$ cat src/rtl/fft2048_pkg.sv
// Shared types and constants for the 2048-point radix-2 FFT core.
package fft2048_pkg;

    typedef enum logic [2:0] {
        IDLE,
        LOAD,
        RD,
        WT,
        WR,
        UNLOAD,
        DONE
    } fft_ctrl_state_t;

    localparam int unsigned FFT_N          = 2048;
    localparam int unsigned FFT_LOG2N      = 11;
    localparam int unsigned FFT_NBF        = 1024;
    localparam int unsigned FFT_LAST_STAGE = 10;

endpackage

$ cat src/rtl/fft_ctrl2048.sv
// Frame sequencer for the 2048-point FFT: load, 11 x 1024 butterflies
// (read / wait / write per butterfly), then unload.
module fft_ctrl2048
    import fft2048_pkg::*;
#(
    parameter int unsigned BF_LAT = 4
) (
    input  logic        clock,
    input  logic        reset,
    input  logic        start,
    output logic        busy,
    output logic        done,
    input  logic        in_valid,
    output logic        in_ready,
    output logic [10:0] load_addr,
    output logic        load_we,
    output logic        addr_reset,
    output logic        addr_enable,
    output logic        addr_writemode,
    output logic        bf_start,
    output logic [3:0]  stage,
    output logic        out_valid,
    input  logic        out_ready,
    output logic [10:0] out_addr
);

    localparam logic [3:0]  WAIT_INIT  = 4'(BF_LAT - 1);
    localparam logic [9:0]  LAST_BF    = 10'(FFT_NBF - 1);
    localparam logic [3:0]  LAST_STAGE = 4'(FFT_LAST_STAGE);
    localparam logic [10:0] LAST_ADDR  = 11'(FFT_N - 1);

    fft_ctrl_state_t state, state_next;
    logic [9:0] bf_cnt;
    logic [3:0] wait_cnt;

    always_comb begin
        state_next     = state;
        busy           = 1'b0;
        done           = 1'b0;
        in_ready       = 1'b0;
        addr_reset     = 1'b0;
        addr_enable    = 1'b0;
        addr_writemode = 1'b0;
        bf_start       = 1'b0;
        out_valid      = 1'b0;

        case (state)
            IDLE: begin
                if (start) begin
                    state_next = LOAD;
                    addr_reset = 1'b1;
                end
            end
            LOAD: begin
                busy     = 1'b1;
                in_ready = 1'b1;
                if (in_valid && load_addr == LAST_ADDR) begin
                    state_next = RD;
                end
            end
            RD: begin
                busy       = 1'b1;
                bf_start   = 1'b1;
                state_next = WT;
            end
            WT: begin
                busy = 1'b1;
                if (wait_cnt == '0) begin
                    state_next = WR;
                end
            end
            WR: begin
                busy           = 1'b1;
                addr_enable    = 1'b1;
                addr_writemode = 1'b1;
                if (bf_cnt == LAST_BF && stage == LAST_STAGE) begin
                    state_next = UNLOAD;
                end else begin
                    state_next = RD;
                end
            end
            UNLOAD: begin
                busy      = 1'b1;
                out_valid = 1'b1;
                if (out_ready && out_addr == LAST_ADDR) begin
                    state_next = DONE;
                end
            end
            DONE: begin
                busy       = 1'b1;
                done       = 1'b1;
                state_next = IDLE;
            end
            default: state_next = IDLE;
        endcase

        // The addresser is held in reset for as long as the controller is.
        if (reset) begin
            addr_reset = 1'b1;
        end
        load_we = in_valid & in_ready;
    end

    always_ff @(posedge clock) begin
        if (reset) begin
            state     <= IDLE;
            load_addr <= '0;
            out_addr  <= '0;
            bf_cnt    <= '0;
            stage     <= '0;
            wait_cnt  <= '0;
        end else begin
            state <= state_next;
            case (state)
                IDLE: begin
                    if (start) begin
                        load_addr <= '0;
                        bf_cnt    <= '0;
                        stage     <= '0;
                    end
                end
                LOAD: begin
                    if (load_we) begin
                        load_addr <= load_addr + 1'b1;
                    end
                end
                RD: wait_cnt <= WAIT_INIT;
                WT: begin
                    if (wait_cnt != '0) begin
                        wait_cnt <= wait_cnt - 1'b1;
                    end
                end
                WR: begin
                    // bf_cnt wraps to 0 naturally after the 1024th butterfly.
                    bf_cnt <= bf_cnt + 1'b1;
                    if (bf_cnt == LAST_BF) begin
                        if (stage != LAST_STAGE) begin
                            stage <= stage + 1'b1;
                        end else begin
                            out_addr <= '0;
                        end
                    end
                end
                UNLOAD: begin
                    if (out_ready) begin
                        out_addr <= out_addr + 1'b1;
                    end
                end
                default: ;
            endcase
        end
    end

endmodule

$ cat config.mk
export PLATFORM = sky130hd
export DESIGN_NAME = fft_ctrl2048
export DESIGN_NICKNAME = d
export VERILOG_FILES = /design/src/rtl/fft2048_pkg.sv /design/src/rtl/fft_ctrl2048.sv
export SDC_FILE = /design/constraint.sdc
export NUM_CORES = 1
export LEC_CHECK = 0
export CORE_MARGIN = 5
export CORE_UTILIZATION = 35
export CTS_CLUSTER_DIAMETER = 100
export DETAILED_ROUTE_END_ITERATION = 16
export GPL_TIMING_DRIVEN = 0
export REMOVE_ABC_BUFFERS = 1
export SYNTH_ARGS = -nofsm -noshare
export SYNTH_HDL_FRONTEND = slang
export SYNTH_SLANG_ARGS = --single-unit
$ cat constraint.sdc
create_clock -name clock -period 4.2 [get_ports clock]
set_input_delay 0.84 -clock clock [delete_from_list [all_inputs] [get_ports clock]]
set_output_delay 0.84 -clock clock [all_outputs]
set_load 0.01 [all_outputs]
==> results.json, run 1 <==
{
  "clock_path_buffers": 2,
  "worstSetupStartpoint": "start",
  "clockRootBuffer": "clkbuf_8",
  "grt_pass1_wl_mm": 9.79,
  "vdd_drop_max_mv": 0.154,
  "maxSlewViolCount": 0,
  "critPathKind": "in2out",
  "synthTopCellsByArea": "dfxtp_1, nand3_1, a21oi_1",
  "synthDistinctLibCells": 66,
  "die_w_um": 93.7,
  "fin_ws_ns": 0.457,
  "ys.flop_type": "dfxtp_1",
  "fmax_mhz": 267,
  "worstPathRequired_ns": 3.36,
  "vias": 2244,
  "startpoint_type": "input port",
  "drive_gt1_share_pct": 7.81,
  "die_h_um": 93.7,
  "gp_congestion": 0.825,
  "drt-wirelength-per-cell_um": 13.8,
  "netlist_area_um2": 2450,
  "syn_area_per_cell_um2": 8.54,
  "async_flop_share_pct": 0,
  "yosys_warnings": 0,
  "dp_hpwl_mm": 4.06,
  "drc": 0,
  "place_area_um2": 2890,
  "n_antenna_cell": 0,
  "tightestPinTransition_ns": 1.11,
  "nets": 331,
  "pre_cts_ws_ns": 0.190,
  "row_count": 30,
  "fin_cells": 416,
  "io_pins": 40,
  "areaGrowthSynthToFinish_pct": 23.3,
  "rrSetupSlack_ns": 1.68,
  "viasPerCell": 5.39,
  "crit_end": "addr_reset",
  "h-tree-depth": 2,
  "synth_cells": 287,
  "cts_tree": "yes",
  "yosysTopAreaCell": "dfxtp_1",
  "leakage_nw": 1.05,
  "port_buffers": 39,
  "grt_pass1_vias": 2057,
  "worstPathMaxFanout": 8,
  "globalRouteTotalUtil_pct": 13.7,
  "worstReg2RegStart": "state[2]$_SDFFE_PP0P_",
  "ys_ff_latch": 43,
  "setup_violations": 0,
  "cts_sinks": 43,
  "grt_setup_unrepaired": "false",
  "hold_path_class": "reg2reg",
  "slew-limit-headroom_pct": 26.0,
  "maxCapViolCount": 0,
  "power_density_nw_per_um2": 320,
  "antenna_found_initial": 0,
  "fin_skew_ns": 0.00953,
  "r2r_end": "out_addr[8]$_SDFFE_PP0P_",
  "seq_area_frac_synth_pct": 35.1,
  "grt_max_degree": 29,
  "cp.arrival_ns": 2.90,
  "fin_crit_ns": 3.74,
  "drtPass1Iterations": 4,
  "drt_iter0_drc": 76,
  "post-place-cells": 408,
  "final_cell_mix": "dfxtp_1, clkdlybuf4s50_1, nand2_1, nor2_1, nand3_1",
  "numCtsBuffers": 5,
  "wl_mm": 5.73,
  "synth_edf_count": 0,
  "coreArea_um2": 6790,
  "clk_pin_slew_ns": 0.09,
  "final_common_cell": "dfxtp_1",
  "final_area_um2": 3020,
  "synth_top_cell_area_share_pct": 35.1,
  "hold_viol": 0,
  "dieArea_um2": 8780,
  "finalCritPeriodShare_pct": 89.1,
  "grt_overflow": 0,
  "reg2regPathDepth": 5,
  "status": "complete, no violations",
  "drtAntennaViolNets": 0,
  "start_util_pct": 36.1,
  "fin_setup_tns_ns": 0,
  "end_kind": "primary output",
  "insertion_delay_ns": 0.30
}
==> timing repair <==
item / CTS / global route
hold buffers: 0 / 0
resized for setup: 0 / 1
buffers inserted: 0 / 0
endpoints found under the setup margin: 0 / 1
==> cell families after synthesis <==
family / after synthesis / synth area share, %
DFF: 43 / 35.1
xor gates and xnor gates: 10 / 3.57
and+or+nand+nor: 133 / 31.1
adders and majority gates: 7 / 3.57
muxes: 8 / 3.42
AOI/OAI and AO/OA: 60 / 18.2
buffers and inverters: 26 / 5.05
==> worst min path at each step <==
| stage | startpoint | to | slack [ns] | cells past startpoint |
|---|---|---|---|---|
| after floorplan | wait_cnt[0]$_SDFFE_PP0P_ | wait_cnt[0]$_SDFFE_PP0P_ | 0.46 | 1 |
| after global placement | load_addr[7]$_SDFFE_PP0P_ | load_addr[7]$_SDFFE_PP0P_ | 0.49 | 2 |
| after detailed placement | load_addr[1]$_SDFFE_PP0P_ | load_addr[1]$_SDFFE_PP0P_ | 0.49 | 2 |
| after CTS | load_addr[1]$_SDFFE_PP0P_ | load_addr[1]$_SDFFE_PP0P_ | 0.50 | 2 |
| after global routing | load_addr[7]$_SDFFE_PP0P_ | load_addr[7]$_SDFFE_PP0P_ | 0.53 | 2 |
| final | out_addr[5]$_SDFFE_PP0P_ | out_addr[5]$_SDFFE_PP0P_ | 0.50 | 2 |
==> metrics by stage <==
step	hold WS [ns]	utilization (%)	total power [W]
3_5_place_dp	0.490	42.5	0.000592
5_1_grt	0.526	44.5	0.00102
2_1_floorplan	0.457	-	0.000534
3_3_place_gp	0.487	42.5	0.000590
6_report	0.495	44.5	0.000967
4_1_cts	0.503	44.5	0.000979
==> cell usage after synthesis, drive strengths merged (6+ instances only) <==
master  count
or3         6
ha          7
clkbuf      9
nand4       9
a21oi      19
dfxtp      43
nor2       24
inv        11
nand2      24
o21ai       7
nor3        9
nand3      20
==> where the power goes <==
| part | switching (W) | internal, W |
|---|---|---|
| combinational | 0.0000783 | 0.0000647 |
| clock | 0.000148 | 0.000238 |
| sequential | 0.0000216 | 0.000416 |
| total | 0.000248 | 0.000719 |
==> layer usage <==
| layer | up-vias | global-route usage [%] | routed length [um] |
|---|---|---|---|
| li1 | 1142 | - | - |
| met3 | 6 | 3.13 | 178 |
| met4 | 0 | 4.57 | 69 |
| met5 | - | 0 | 0 |
| met2 | 31 | 21.6 | 2690 |
| met1 | 1065 | 18.2 | 2800 |
==> state kept, by name, indices dropped and copies added, names as in the netlist <==
register   cells
load_addr     11
wait_cnt       4
bf_cnt        10
state          3
out_addr      11
stage          4
==> critical path, stage by stage <==
cell	delay, ns
clkdlybuf4s50_1	0.54
nor4b_2	0.55
nor2_1	0.18
clkinv_1	0.22
clkdlybuf4s50_1	0.57
==> final cells by class <==
class / instances / area (um2)
fill: 687 / 3770
multi-input combinational: 218 / 1470
sequential: 43 / 861
timing repair buffer: 39 / 393
tap: 96 / 120
clock buffer: 6 / 72.6
clock inverter: 2 / 60.1
inverter: 12 / 50.0
(Power assumes the default switching activity.)
==> inputs of run 2 (changes only) <==
==> constraint.sdc (replaced) <==
create_clock -name clock -period 4.2 [get_ports clock]
set_input_delay 0.63 -clock clock [delete_from_list [all_inputs] [get_ports clock]]
set_output_delay 0.63 -clock clock [all_outputs]
set_load 0.01 [all_outputs]
==> run 2 against run 1 <==
Utilization hardly changed; via count is 0.22% lower; sequential power hardly changed; cell count stayed put; non-clock buffer count stayed put; clock skew stayed put; sequential share of layout area hardly changed; hold slack hardly changed; critical endpoint unchanged; highest routed layer unchanged.
==> results.json, run 2 (same netlist as run 1, synthesis figures left out) <==
{
  "hold_viol": 0,
  "clk_pin_slew_ns": 0.09,
  "seq_area_um2": 861,
  "die_h_um": 93.7,
  "drtPass1Iterations": 5,
  "fmax_mhz": 281,
  "fin_skew_ns": 0.00953,
  "cp_top_family": "buffers and inverters",
  "io_pins": 40,
  "clockRootBuffer": "clkbuf_8",
  "post-place-cells": 408,
  "areaGrowthSynthToFinish_pct": 23.2,
  "total_power_w": 0.000967,
  "max_stage_delay_ns": 0.97,
  "fin_crit_ns": 3.56,
  "cts_sinks": 43,
  "hold_buffers": 0,
  "end_kind": "primary output",
  "grt_pass1_vias": 2057,
  "cts.repair.resized": 0,
  "maxSlewViolCount": 0,
  "coreArea_um2": 6790,
  "critPathBufInv": 3,
  "grt_max_degree": 29,
  "slew-limit-headroom_pct": 25.8,
  "drt_iter0_drc": 76,
  "startpoint_type": "input port",
  "numCtsBuffers": 5,
  "h-tree-depth": 2,
  "cp.arrival_ns": 2.93,
  "drc": 0,
  "wl_mm": 5.73,
  "dp_hpwl_mm": 4.06,
  "clock_path_buffers": 2,
  "grt_setup_unrepaired": "false",
  "reg2regPathDepth": 5,
  "fin_cells": 416,
  "power_density_nw_per_um2": 320,
  "cts_setup_buffers": 0,
  "vias": 2239,
  "worstPathMaxFanout": 28,
  "path_common_cell": "clkdlybuf4s50_1",
  "status": "complete, no violations",
  "hold_ws_ns": 0.495,
  "final_cell_mix": "dfxtp_1, clkdlybuf4s50_1, nand2_1, nor2_1, nand3_1",
  "maxCapViolCount": 0,
  "insertion_delay_ns": 0.30,
  "gp_congestion": 0.825,
  "finalCritPeriodShare_pct": 84.7,
  "cp.depth": 4,
  "tightestPinTransition_ns": 1.11,
  "viasPerCell": 5.38,
  "dieArea_um2": 8780,
  "cts_tree": "yes",
  "holdPathStages": 2,
  "antenna_found_initial": 0,
  "worstPathRequired_ns": 3.57,
  "n_antenna_cell": 0,
  "fin_setup_tns_ns": 0,
  "vdd_drop_max_mv": 0.154,
  "nets": 331,
  "die_w_um": 93.7,
  "drt-wirelength-per-cell_um": 13.8,
  "multiInputGateArea_um2": 1470,
  "critPathKind": "in2out",
  "biggestRegsByFlops": "load_addr (11), out_addr (11), bf_cnt (10)",
  "row_count": 30,
  "path_cells": "clkdlybuf4s50_1 -> nor2_1 -> clkinv_1 -> clkdlybuf4s50_1",
  "hold_path_class": "reg2reg",
  "critPathSlowestCell": "clkdlybuf4s50_1",
  "globalRouteTotalUtil_pct": 13.7,
  "grt_overflow": 0,
  "drtAntennaViolNets": 0,
  "leakage_nw": 1.04,
  "port_buffers": 39,
  "fillers": 688,
  "final_common_cell": "dfxtp_1",
  "start_util_pct": 36.1,
  "setup_violations": 0,
  "grt_pass1_wl_mm": 9.79,
  "drive_gt1_share_pct": 7.81
}
-- run 2: changes by cell type in the layout (fill, tap and decap cells not counted), sizes merged --
cell           before  now
clkdlybuf4s50      38   39
dlymetal6s2s        1    0
-- run 2: worst register-to-register path, stage by stage, from the launching register on --
cell	delay (ns)
dfxtp_1	0.59
or3b_1	0.69
inv_6	0.22
nand4_2	0.29
a211o_1	0.37
mux2_2	0.26
-- run 2: report_power, final --
part	internal, W	total, W	leakage, nW	switching, W
registers	0.000416	0.000438	0.347	0.0000216
logic	0.0000648	0.000143	0.628	0.0000783
clock network	0.000238	0.000386	0.0654	0.000148
-- run 2: worst paths after layout --
kind	from	to	slack, ns
worst max register to register	state[2]$_SDFFE_PP0P_	out_addr[8]$_SDFFE_PP0P_	1.68
worst min register to register	out_addr[5]$_SDFFE_PP0P_	out_addr[5]$_SDFFE_PP0P_	0.50
worst max-delay path	reset	addr_reset	0.64
worst min-delay path	out_addr[5]$_SDFFE_PP0P_	out_addr[5]$_SDFFE_PP0P_	0.50
-- run 2: cell type report --
class                   count  area share (%)
multi-input cells         218            48.6
flip-flops and latches     43            28.5
repair buffers             39            12.9
well taps                  96            3.98
clock buffers               6            2.40
clock inverters             2            1.99
inverters                  12            1.66
-- run 2: layer usage --
layer | track usage (%) | share of wire [%] | vias up | wire length [um]
li1 | - | - | 1142 | -
met1 | 18.2 | 49 | 1062 | 2800
met2 | 21.6 | 47 | 29 | 2680
met3 | 3.13 | 3.1 | 6 | 176
met4 | 4.57 | 1.2 | 0 | 69
met5 | 0 | 0 | - | 0
-- run 2: per-stage QoR --
stage / cell area, um2 / util, % / setup slack (ns)
final: 3020 / 44.5 / 0.641
after global placement: 2890 / 42.5 / 0.592
after floorplan: 2380 / - / 2.02
after CTS: 3020 / 44.5 / 0.607
after global routing: 3020 / 44.5 / 0.369
after detailed placement: 2890 / 42.5 / 0.610
==> inputs of run 3 (changes only) <==
Clock period 4.2 ns to 2.9 ns, I/O delays scaled along.
==> run 3 against run 2 <==
Critical path depth is 1 lower; final area is 0.17% higher; sequential power is 45% higher; clock skew is 0.0025 ns higher; register-to-register slack worse by 1.3 ns; worst setup slack worse by 0.52 ns; via count hardly changed; largest cell class unchanged; largest power group unchanged.
==> results.json, run 3 (same netlist as run 1, synthesis figures left out) <==
{
  "status": "complete, no violations",
  "drtPass1Iterations": 4,
  "hold_ws_ns": 0.497,
  "vias": 2238,
  "grt_pass1_vias": 2065,
  "antenna_found_initial": 0,
  "row_count": 30,
  "io_pins": 40,
  "drt-wirelength-per-cell_um": 13.8,
  "drt_iter0_drc": 65,
  "wl_mm": 5.74,
  "hold_path_class": "reg2reg",
  "grt_overflow": 0,
  "gp_congestion": 0.825,
  "h-tree-depth": 2,
  "pwr-share-comb_pct": 14.9,
  "end_kind": "primary output",
  "nets": 331,
  "fin_skew_ns": 0.0120,
  "setup_violations": 0,
  "cp.arrival_ns": 2.35,
  "grt_pass1_wl_mm": 9.79,
  "slew-limit-headroom_pct": 58.0,
  "pre_cts_ws_ns": -0.300,
  "grt_max_degree": 29,
  "p_int_w": 0.00104,
  "insertion_delay_ns": 0.30,
  "coreArea_um2": 6790,
  "start_util_pct": 36.1,
  "grt_setup_unrepaired": "false",
  "die_w_um": 93.7,
  "max_stage_delay_ns": 0.70,
  "worstPathMaxFanout": 16,
  "globalRouteTotalUtil_pct": 13.7,
  "numCtsBuffers": 5,
  "p_clk_share_pct": 39.8,
  "drive_gt1_share_pct": 8.75,
  "hold_viol": 0,
  "final_common_cell": "dfxtp_1",
  "total_power_w": 0.00140,
  "clock_path_buffers": 2,
  "fin_crit_ns": 2.78,
  "cts_sinks": 43,
  "tightestPinTransition_ns": 0.629,
  "fmax_mhz": 359,
  "hold_buffers": 0,
  "cts_setup_buffers": 0,
  "vdd_drop_max_mv": 0.223,
  "clk_pin_slew_ns": 0.09,
  "p_switching_w": 0.000359,
  "final_cell_mix": "dfxtp_1, clkdlybuf4s50_1, nand2_1, nor2_1, nand3_1",
  "critPathSlowestCell": "or3b_2",
  "swShare_pct": 25.6,
  "leakage_nw": 1.05,
  "drtAntennaViolNets": 0,
  "drc": 0,
  "n_antenna_cell": 0,
  "clockRootBuffer": "clkbuf_8",
  "die_h_um": 93.7,
  "finalCritPeriodShare_pct": 96.0,
  "biggestRegsByFlops": "load_addr (11), out_addr (11), bf_cnt (10)",
  "maxCapViolCount": 0,
  "worstPathRequired_ns": 2.47,
  "fin_ws_ns": 0.117,
  "path_cells": "or3b_2 -> inv_6 -> clkdlybuf4s50_1",
  "port_buffers": 39,
  "areaGrowthSynthToFinish_pct": 23.4,
  "dp_hpwl_mm": 4.06,
  "fin_setup_tns_ns": 0,
  "dieArea_um2": 8780,
  "power_density_nw_per_um2": 464,
  "critPathKind": "reg2out",
  "viasPerCell": 5.38,
  "startpoint_type": "register",
  "maxSlewViolCount": 0,
  "cts_tree": "yes",
  "sequentialPowerShare_pct": 45.4
}
[run 3: cell type report]
class	count	area (um2)
Clock inverter	2	60.1
Fill cell	688	3770
Clock buffer	6	72.6
Tap cell	96	120
Sequential cell	43	862
Timing Repair Buffer	39	385
Inverter	12	50.0
Multi-Input combinational cell	218	1480
[run 3: what timing repair did]
item	4_1_cts	5_1_grt
gates resized for setup	2	4
gates cloned	0	0
setup endpoints to repair	1	4
[run 3: layer usage]
layer  vias to the layer above  share of wire [%]  GRT usage (%)
li1                       1145                  -              -
met1                      1058                 48           18.1
met2                        30                 48           21.8
met3                         5                3.1           3.13
met4                         0                1.1           4.57
met5                         -                  0              0
[run 3: power groups by stage]
stage	clock network (W)	registers [W]	logic, W
after floorplan	0	0.000640	0.000134
after global placement	0	0.000647	0.000208
after detailed placement	0	0.000648	0.000209
after global routing	0.000601	0.000641	0.000235
final	0.000558	0.000636	0.000209
after CTS	0.000573	0.000636	0.000213
[run 3: path summary, 6_finish.rpt]
kind	start	to	slack (ns)	depth (start not counted)
max	state[2]$_SDFFE_PP0P_	addr_writemode	0.12	3
min	out_addr[5]$_SDFFE_PP0P_	out_addr[5]$_SDFFE_PP0P_	0.50	2
max reg2reg	state[2]$_SDFFE_PP0P_	out_addr[8]$_SDFFE_PP0P_	0.39	5
min reg2reg	out_addr[5]$_SDFFE_PP0P_	out_addr[5]$_SDFFE_PP0P_	0.50	2
[run 3: worst max-delay path: cells and delay by family (launching register included)]
kind / cells / cell delay (ns)
and+or+nand+nor: 1 / 0.70
buffers and inverters: 2 / 0.73
DFF: 1 / 0.63
[run 3: per-stage QoR]
| stage | cells | instance area, um2 | utilization, % |
|---|---|---|---|
| 3_5_place_dp | 408 | 2890 | 42.5 |
| 3_3_place_gp | 408 | 2890 | 42.5 |
| 5_1_grt | 416 | 3030 | 44.5 |
| 4_1_cts | 416 | 3030 | 44.6 |
| 6_report | 416 | 3030 | 44.5 |
| 2_1_floorplan | 273 | 2380 | - |
==> variant 1 (flow settings as in run 3) <==
Make the reset (`reset`) asynchronous in one clocked block.
--- a/src/rtl/fft_ctrl2048.sv
+++ b/src/rtl/fft_ctrl2048.sv
@@ -101,7 +101,7 @@
         load_we = in_valid & in_ready;
     end
 
-    always_ff @(posedge clock) begin
+    always_ff @(posedge clock or posedge reset) begin
         if (reset) begin
             state     <= IDLE;
             load_addr <= '0;
Check against the original RTL: differs if reset is asserted again (counterexample within 4 cycles, from zero or initial values and one cycle with reset high); with reset held inactive, the same outputs for 10 cycles.
==> variant 1 against run 3 <==
Maximum frequency is 3.0% higher. Design area is 1.2% higher. Area after synthesis is 0.61% higher. Routed wire length is 0.85% lower. Sequential cell count stayed put. Setup slack better by 80 ps.
Power is not compared: it rests on default switching activity, and its combinational part moved more than twofold at a synthesized area within 25%.
==> variant 1: results (changes against run 3) <==
* Yosys cell types at 48 (-27%)
* Initial DRC count at 116 (+78%)
* Crit path DAT at 2270 ps (-80 ps)
* Leading post-synthesis cells by cell area: dfrtp_1 44%, a21oi_1 3.7%, o21ai_0 3.7%
* Routability cong. at 0.835 (+1.3%)
* Max stage delay on crit path at 640 ps (-60 ps)
* Layout Nets at 319 (-3.6%)
* Filler cells at 684 (-0.58%)
* Via count at 2136 (-4.6%)
* Slew @ Worst Pin at 960 ps (+331 ps)
* WL/cell at 14.1 µm (+2.1%)
* Dpl hpwl at 4.07 mm (+0.13%)
* Clk slew on worst S/H paths at around 80 ps
* Status: complete, no violations
* Largest net degree at the start of global routing at 37 (+28%)
* Synth top cells by count: 43 x dfrtp_1, 24 x nand2_1, 20 x nor2_1
* CP max stage cell: dfrtp_1
* First-pass GRT wire length at 10.1 mm (+3.2%)
* Placed Area at 0.00296 mm² (+2.5%)
* Hold Crit Class: input pin to async pin
* Post-synth ARST share at 100% (+100 points)
* CTS Buf Count at 5 (unchanged)
* Post-Syn Area per Cell at 9.17 µm² (+7.3%)
* Ratio of cells with drive above 1 in the final layout at 6.49% (-2.3 points)
* Syn-to-layout area delta at 24.2%
* Vias per cell at 5.29 (-1.7%)
* Worst Path Max Fanout at 22 (+6)
* Gr usage total at 14.1% (+0.45 points)
* Worst Skew at 11.3 ps (-0.679 ps)
* Placed cells at 396 (-2.9%)
* Dpl ws at 310 ps (+609 ps)
-- variant 1: cell count changes after synthesis, moves of 7 or more --
cell,delta
dfrtp_1,+43
dfxtp_1,-43
o21ai_0,+12
o31ai_1,+10
or4_1,+7
-- variant 1: path summary, 6_finish.rpt --
path / startpoint / end / slack [ps] / depth (start not counted)
worst min-delay path: reset / load_addr[6] / 360 / 2
max in group asynchronous: reset / stage[2] / 2080 / 3
worst max-delay path: state[0] / addr_enable / 200 / 3
worst min register to register: bf_cnt[9] / bf_cnt[9] / 470 / 1
min in group clock: bf_cnt[9] / bf_cnt[9] / 470 / 1
worst max register to register: state[0] / out_addr[9] / 450 / 4
-- variant 1: repair_timing --
action | 4_1_cts | 5_1_grt
buffers inserted | 0 | 0
setup endpoints to repair | 0 | 2
resized for setup | 0 | 1
-- variant 1: power by group --
group	total [mW]	switching [mW]	internal [mW]
Clock	0.426	0.208	0.218
Sequential	0.616	0.00950	0.606
Combinational	0.0454	0.0241	0.0213
-- variant 1: logic make-up (layout without fill, tap and decap cells) --
kind of cell	Yosys count	in the layout	share of synthesized area (%)
mux	7	7	2.99
compound gates	63	63	16.3
buf+inv	23	62	4.01
fa+ha+maj	7	7	3.55
xor+xnor	9	9	3.20
flops	43	43	43.6
simple gates	117	117	26.3
-- variant 1: area by class of cell --
| cell class | count | area share, % |
|---|---|---|
| sequential | 43 | 35.1 |
| timing repair buffer | 41 | 13.6 |
| multi-input combinational | 203 | 42.4 |
| clock buffer | 8 | 3.27 |
| tap | 96 | 3.92 |
| inverter | 13 | 1.59 |
-- variant 1: layer usage --
| layer | GRT usage [%] | up-vias | wire length, µm |
|---|---|---|---|
| li1 | - | 1084 | - |
| met1 | 19.4 | 1017 | 2800 |
| met2 | 22.1 | 30 | 2660 |
| met3 | 2.88 | 5 | 170 |
| met4 | 4.69 | 0 | 62 |
| met5 | 0 | - | 0 |
-- variant 1: worst reg2reg max path: cells and delay by family (launching register included) --
family | cells | cell delay, ps
compound gates | 2 | 980
simple gates | 2 | 730
flops | 1 | 640
==> variant 2 (config.mk and constraints of run 3) <==
Without the edit above. Re-encode `fft_ctrl_state_t` (7 states) as one-hot, 7 bits wide.
--- a/src/rtl/fft2048_pkg.sv
+++ b/src/rtl/fft2048_pkg.sv
@@ -1,14 +1,14 @@
 // Shared types and constants for the 2048-point radix-2 FFT core.
 package fft2048_pkg;
 
-    typedef enum logic [2:0] {
-        IDLE,
-        LOAD,
-        RD,
-        WT,
-        WR,
-        UNLOAD,
-        DONE
+    typedef enum logic [6:0] {
+        IDLE   = 7'b0000001,
+        LOAD   = 7'b0000010,
+        RD     = 7'b0000100,
+        WT     = 7'b0001000,
+        WR     = 7'b0010000,
+        UNLOAD = 7'b0100000,
+        DONE   = 7'b1000000
     } fft_ctrl_state_t;
 
     localparam int unsigned FFT_N          = 2048;
Behaviour: same outputs for any inputs over 10 cycles, from zero or initial values and one cycle with reset high; not proved beyond that.
==> variant 2 against run 3 <==
Core utilization about the same. Routed wire length increased by 0.66%. Sequential cell count up 4. Design area is 1.7% higher. Setup slack got worse by 43 ps. Worst hold slack improved by 13 ps. Area after synthesis grew 2.5%. Synthesized cell count is 6.3% higher. Critical path type unchanged.
Power is not compared: it rests on default switching activity, and its combinational part moved more than twofold at a synthesized area within 25%.
==> variant 2: results (changes against run 3) <==
* Status: complete, no violations
* CP max stage cell: clkdlybuf4s50_1
* Ratio of cells with drive above 1 in the final layout at 7.67% (-1.1 points)
* Slew @ Worst Pin at 1120 ps (+487 ps)
* WHS Endpoint: wait_cnt[0]
* Crit path DAT at 2390 ps (+40 ps)
* Post-Layout Cell Count at 435 (+4.6%)
* Number of global-route vias before repair at 2079 (+0.68%)
* Synth top cells by count: 51 x nor2_1, 47 x dfxtp_1, 16 x nand2_1, 16 x xor2_1, 15 x a21oi_1
* Placed cells at 426 (+4.4%)
* WL/cell at 13.3 µm (-3.7%)
* Levels on crit path at 4 (+1)
* M3 GR Usage at 2.71% (-0.42 points)
* Leading post-synthesis cells by cell area: dfxtp_1 37%, nor2_1 7.6%, xor2_1 5.6%
* Critical Path Sink: load_we
* RR Startpoint: state[4]
* Max stage delay on crit path at 560 ps (-140 ps)
* XOR/XNOR Fraction of Synth Area at 6.63% (+3.1 points)
* Global routing usage on met2 at 21.6% (-0.15 points)
* Fmax achieved at 0.354 GHz (-1.5%)
* R2R Setup Slk at 340 ps (-50 ps)
* FF-to-FF End: out_addr[10]
* Worst Hold Depth at 1 (-1)
* Family with the most delay on the worst path: simple AND/OR/NAND/NOR gates
* Placed Area at 0.00294 mm² (+1.8%)
* DR WL met2 at 2.63 mm (-4.4%)
* Worst Path Max Fanout at 8 (-8)
* Dpl hpwl at 4.06 mm (about the same)
* Hold Crit Start: wait_cnt[0]
* Synth Area in Compound Gates at 17.9% (-0.29 points)
* CTS resizes at 7 (+5)
* Post-synthesis mux area share at 1.69% (-1.7 points)
* Yosys cell types at 51 (-23%)
* Routability cong. at 0.789 (-4.4%)
* Worst Skew at 2.36 ps (-9.66 ps)
* Met3 WL at 159 µm (-9.7%)
* Cell count after synthesis at 305 (+6.3%)
* Synth Area in Adders at 3.49% (-0.085 points)
==> variant 2: cell count changes in the layout (fill, tap and decap cells not counted), moves of 6 or more <==
cell and change:
nand2_1 -8, xor2_1 +11, nand3_1 -9, nor2_1 +28, o21ai_0 +7, a22oi_1 +6
==> variant 2: logic make-up (layout without fill, tap and decap cells) <==
family	count (synthesis)	in the layout
AO/OA/AOI/OAI	64	64
XOR/XNOR	19	19
adder cells (fa/ha/maj)	7	7
buffers and inverters	26	60
flip-flops	47	47
multiplexers	4	4
AND/OR/NAND/NOR	138	138
==> variant 2: final cells by class <==
class / count / area, µm²
Clock buffer: 8 / 100
Fill cell: 718 / 3830
Inverter: 12 / 45.0
Multi-Input combinational cell: 232 / 1470
Sequential cell: 47 / 945
Tap cell: 96 / 120
Timing Repair Buffer: 40 / 398
==> variant 2: power by group <==
part / switching [mW] / total [mW] / internal (mW)
clock: 0.213 / 0.431 / 0.218
combinational: 0.0595 / 0.0977 / 0.0382
sequential: 0.00870 / 0.658 / 0.649
